`src/rtl/counter_arbiter.sv`:
```
// Round-robin arbiter sharing one saturating ticket counter between requesters.
// Optional grant-hold timeout is enabled by defining COUNTER_ARB_TIMEOUT_EN.
module counter_arbiter #(
  parameter int          Requesters = 4,
  parameter logic [31:0] Init       = 32'd8,
  parameter logic [31:0] Max        = 32'd64,
  parameter int          Timeout    = 16
) (
  input  logic                  Clk_i,
  input  logic                  Reset_n_i,
  input  logic [Requesters-1:0] Req_i,
  input  logic                  Clear_i,
  output logic [Requesters-1:0] Grant_o,
  output logic [31:0]           Data_o,
  output logic                  Sat_o,
  output logic                  Timeout_o
);

  localparam int PW = $clog2(Requesters);
  localparam logic [Requesters-1:0] ONE_REQ = {{(Requesters-1){1'b0}}, 1'b1};

  typedef enum logic [1:0] {IDLE, GRANT, RELEASE} state_t;

  if (Requesters < 2 || Requesters > 8 || Timeout < 1 || Init > Max) begin : g_bad_param
    $error("counter_arbiter: illegal parameter set");
  end

  state_t                state_reg, state_next;
  logic [Requesters-1:0] grant_reg, grant_next;
  logic [31:0]           data_reg, data_next;
  logic                  sat_reg;
  logic [PW-1:0]         ptr_reg, ptr_next;
  logic [PW-1:0]         win_reg, win_next;
  logic                  timeout_reg, timeout_next;
  logic [PW-1:0]         cand_idx, win_idx, win_succ;
  logic                  win_found;
`ifdef COUNTER_ARB_TIMEOUT_EN
  logic [31:0]           hold_reg, hold_next;
`endif

  // Scan from the highest offset down so the lowest offset from the pointer wins.
  always_comb begin
    cand_idx  = '0;
    win_idx   = '0;
    win_found = 1'b0;
    for (int i = Requesters - 1; i >= 0; i--) begin
      cand_idx = PW'((int'(ptr_reg) + i) % Requesters);
      if (Req_i[cand_idx]) begin
        win_found = 1'b1;
        win_idx   = cand_idx;
      end
    end
  end

  assign win_succ = (win_reg == PW'(Requesters - 1)) ? '0 : win_reg + PW'(1);

  always_comb begin
    state_next   = state_reg;
    grant_next   = grant_reg;
    data_next    = data_reg;
    ptr_next     = ptr_reg;
    win_next     = win_reg;
    timeout_next = 1'b0;
`ifdef COUNTER_ARB_TIMEOUT_EN
    hold_next    = hold_reg;
`endif
    case (state_reg)
      IDLE: begin
        if (win_found) begin
          grant_next = ONE_REQ << win_idx;
          win_next   = win_idx;
          state_next = GRANT;
`ifdef COUNTER_ARB_TIMEOUT_EN
          hold_next  = '0;
`endif
        end
      end
      GRANT: begin
        if (!Req_i[win_reg]) begin
          grant_next = '0;
          ptr_next   = win_succ;
          state_next = RELEASE;
          if (data_reg < Max) data_next = data_reg + 32'd1;
`ifdef COUNTER_ARB_TIMEOUT_EN
        end else if (hold_reg >= 32'(Timeout - 1)) begin
          // Revoke: no ticket is consumed, the requester must re-request.
          grant_next   = '0;
          ptr_next     = win_succ;
          state_next   = RELEASE;
          timeout_next = 1'b1;
        end else begin
          hold_next = hold_reg + 32'd1;
`endif
        end
      end
      RELEASE: state_next = IDLE;
      default: state_next = IDLE;
    endcase
    if (Clear_i) data_next = Init;
  end

  always_ff @(posedge Clk_i or negedge Reset_n_i) begin
    if (!Reset_n_i) begin
      state_reg   <= IDLE;
      grant_reg   <= '0;
      data_reg    <= Init;
      sat_reg     <= (Init == Max);
      ptr_reg     <= '0;
      win_reg     <= '0;
      timeout_reg <= 1'b0;
    end else begin
      state_reg   <= state_next;
      grant_reg   <= grant_next;
      data_reg    <= data_next;
      sat_reg     <= (data_next == Max);
      ptr_reg     <= ptr_next;
      win_reg     <= win_next;
      timeout_reg <= timeout_next;
    end
  end

`ifdef COUNTER_ARB_TIMEOUT_EN
  always_ff @(posedge Clk_i or negedge Reset_n_i) begin
    if (!Reset_n_i) hold_reg <= '0;
    else            hold_reg <= hold_next;
  end
  assign Timeout_o = timeout_reg;
`else
  assign Timeout_o = 1'b0;
`endif

  assign Grant_o = grant_reg;
  assign Data_o  = data_reg;
  assign Sat_o   = sat_reg;

endmodule
```
`config.mk`:
```
export PLATFORM = sky130hd
export DESIGN_NAME = counter_arbiter
export DESIGN_NICKNAME = d
export VERILOG_FILES = /design/src/rtl/counter_arbiter.sv
export SDC_FILE = /design/constraint.sdc
export NUM_CORES = 1
export LEC_CHECK = 0
export BUFFER_PORTS_ARGS = -buffer_cell sky130_fd_sc_hd__buf_4
export CELL_PAD_IN_SITES_DETAIL_PLACEMENT = 1
export CELL_PAD_IN_SITES_GLOBAL_PLACEMENT = 2
export CORE_MARGIN = 2
export CORE_UTILIZATION = 36
export CTS_CLUSTER_SIZE = 12
export DETAILED_ROUTE_END_ITERATION = 10
export PLACE_DENSITY = 0.89
export SETUP_SLACK_MARGIN = 0.4
export SLEW_MARGIN = 25
export SYNTH_ARGS = -nofsm -noshare
export SYNTH_HDL_FRONTEND = slang
export SYNTH_SLANG_ARGS = --single-unit
```
`constraint.sdc`:
```
create_clock -name Clk_i -period 5.45 [get_ports Clk_i]
set_clock_uncertainty 0.15 [all_clocks]
set_input_delay 0.8175 -clock Clk_i [delete_from_list [all_inputs] [get_ports Clk_i]]
set_output_delay 0.8175 -clock Clk_i [all_outputs]
set_load 0.01 [all_outputs]
```
==> results by group <==
Logic synthesis
  • Synth Register Bits: 43
  • Sequential area share after synthesis: 58.7%
  • Post-synthesis adder-cell area fraction: 1.36%
  • Compound-Gate Fraction of Synth Area: 9.35%
  • Main combinational cell family by area after synthesis: simple AND/OR/NAND/NOR gates
  • Synth area leader: dfrtp_1
  • Post-synth cell types: 43
  • Gate Count Post-Synth: 156
  • Number of synthesized flops with an enable pin: 0
  • Ys async rst share: 100%
  • Synth top area cells: dfrtp_1 (57%), nor2b_1 (9.2%), mux2i_1 (2.2%), nor2_1 (2.0%), nor4_1 (2.0%)
  • Syn avg cell area: 11.8 um2
  • Mapped cell area: 0.00183 mm2
  • Simple-gate area share of the yosys netlist: 22.6%
  • Xor/xnor cell area share of the yosys netlist: 1.43%
  • Synth top area share: 57.3%
  • Synth warnings: 0
  • Syn Nets: 165
  • Mux contribution to synthesized area: 3.62%
  • Synth Flop Type: dfrtp_1

Setup path
  • Crit-path leading delay family: simple AND/OR/NAND/NOR gates
  • WP data required: 5.52 ns
  • Critical path class: reg -> reg
  • CP Max Fanout: 6
  • CP Capture Type: register
  • WP data arrival: 2.54 ns
  • CP max-delay cell: nor4_4
  • Sequence of cells on the critical path: nor4_1, nand4_1, nor4_4, nand3_1, a221oi_2, o2111a_1
  • Worst path bufs/invs: 0
  • Crit-path max cell delay: 0.52 ns
  • Startpoint types: register

Place
  • PortBufs: 43
  • Placer Congestion: 0.724
  • Placed instance area: 0.00221 mm2
  • Placed cell count: 260
  • Detailed Place HPWL: 3.20 mm

Routing
  • Drt total wl: 4.29 mm
  • ANT nets after route: 0
  • TritonRoute pass-1 iters: 4
  • # DRC: 0
  • Drt initial violations: 54
  • Vias per Instance: 5.01
  • Detailed-route via count: 1342
  • WL per Instance: 16.0 um

Floorplanning
  • Initial Utilization: 38.1%
  • Ports: 45
  • Core Area: 0.00482 mm2
  • # rows: 25
  • Die H: 75.4 um
  • Die ar.: 0.00568 mm2
  • Die width: 75.4 um

Clock tree
  • Total CTS buffers: 5
  • TritonCTS clock tree: yes
  • Post-CTS Setup Bufs: 0
  • Clock latency on the worst-skew pair: 0.28 ns
  • CTS Root Cell: clkbuf_8
  • Max clock buf depth: 2
  • CTS clk-pin slew, worst paths: 0.08 ns
  • # hold bufs at CTS: 0
  • CTS resizes: 0
  • Sink count of the clock tree: 43
  • H-tree levels: 2

Cells and area
  • Area delta synth->final: 26.1%
  • Max FFs per register: 32
  • Util after Layout: 48.0%
  • Nets: 209
  • Post-Layout Cell Count: 268
  • Share of layout cells above drive strength 1: 28.4%
  • Diode count: 0
  • Final instance area: 0.00231 mm2

Pwr
  • Pwr per Cell Area: 371 mW/mm2
  • Overall power: 0.000859 W
  • Pleak: 1.16 nW
  • VDD IR max: 0.149 mV

Timing
  • Fin. max-slew vios: 0
  • Worst Tran Pin Value: 0.639 ns
  • RSZ-0062 raised after global routing: false
  • Setup tns final: 0 ns
  • Final hold vios: 0
  • Final setup vio count: 0
  • Max Clock Freq: 404 MHz
  • Min Tclk post-route: 2.47 ns
  • Max_slew headroom: 57.4%
  • Final cycle utilization of the critical path: 45.4%

GRT
  • Global-route wire length before repair: 7.30 mm
  • Vias in the first global route: 1445
  • Pin count of the biggest net entering global routing: 44
  • Total gr overflow: 0
  • Total GRT Usage: 17.1%
  • Initial antenna violation count: 0

Worst hold path
  • Hold Path Class: reg -> reg

Outcome
  • Status: finished clean

Flow run
  • Max-Cap Viols: 0
==> placed cells by master, fill, tap and decap left out, types with 2 or more instances in the layout <==
cell	instances
a211oi_1	2
buf_4	43
inv_1	3
nor2b_1	27
clkbuf_8	5
o21ai_0	3
nor4_1	6
and3_1	2
mux2i_1	4
dfrtp_1	42
o31ai_1	3
nand2_1	5
clkbuf_1	2
nor2_1	10
a21oi_1	6
a21o_1	2
nor3b_1	2
ha_1	2
nand3_1	6
xor2_1	2
==> cells by family (layout without fill, tap and decap cells) <==
| logic type | count (synthesis) | after routing |
|---|---|---|
| AOI/OAI and AO/OA | 23 | 23 |
| other | 1 | 1 |
| DFF | 43 | 43 |
| buffers and inverters | 10 | 55 |
| xor gates and xnor gates | 3 | 3 |
| muxes | 6 | 6 |
| and+or+nand+nor | 68 | 68 |
| adders and majority gates | 2 | 2 |
==> per-stage QoR <==
step                setup WS [ns]  hold slack (ns)
floorplan                    2.96            0.284
global placement             2.81            0.310
detailed placement           2.69            0.313
CTS                          2.94            0.327
global route                 2.73            0.347
finish                       2.98            0.326
==> Yosys cell counts, drive strengths merged, types with 2 or more instances <==
cell type   n
dfrtp      42
nor2b      27
nor2       10
nor4        8
a21oi       6
nand3       6
nand2       5
clkbuf      4
mux2i       4
inv         3
o21ai       3
o31ai       3
a211oi      2
a21o        2
and3        2
buf         2
ha          2
mux2        2
nor3b       2
xor2        2
==> path summary, 6_finish.rpt <==
path	startpoint	to	slack, ns	depth (start not counted)
setup reg to reg	Data_o[24]$_DFF_PN0_	Sat_o$_DFF_PN0_	2.98	6
min in group asynchronous	Reset_n_i	Data_o[8]$_DFF_PN0_	0.36	1
max in group asynchronous	Reset_n_i	Data_o[3]$_DFF_PN1_	4.43	1
setup / recovery	Data_o[24]$_DFF_PN0_	Sat_o$_DFF_PN0_	2.98	6
hold reg to reg	state_reg[1]$_DFFE_PN0P_	state_reg[0]$_DFFE_PN0P_	0.33	1
hold / removal	state_reg[1]$_DFFE_PN0P_	state_reg[0]$_DFFE_PN0P_	0.33	1
==> per-layer routing <==
metal / share of wire [%] / global-route usage [%] / routed length, um
met1: 44 / 22.4 / 1870
met2: 50 / 28.1 / 2160
met3: 4.3 / 3.84 / 186
met4: 1.8 / 6.04 / 76
met5: 0 / 0 / 0
==> cell type report <==
type | count | area, um2
multi-input combinational | 103 | 707
sequential | 43 | 1080
timing repair buffer | 43 | 323
tap | 67 | 83.8
inverter | 4 | 16.3
fill | 548 | 2500
clock buffer | 7 | 76.3
clock inverter | 1 | 30.0
==> power by group <==
| group | total (W) | internal, W | switching, W |
|---|---|---|---|
| Sequential | 0.000400 | 0.000357 | 0.0000430 |
| Combinational | 0.000218 | 0.0000964 | 0.000122 |
| Clock | 0.000241 | 0.000137 | 0.000104 |
No activity file was read; power rests on OpenSTA's default activity.
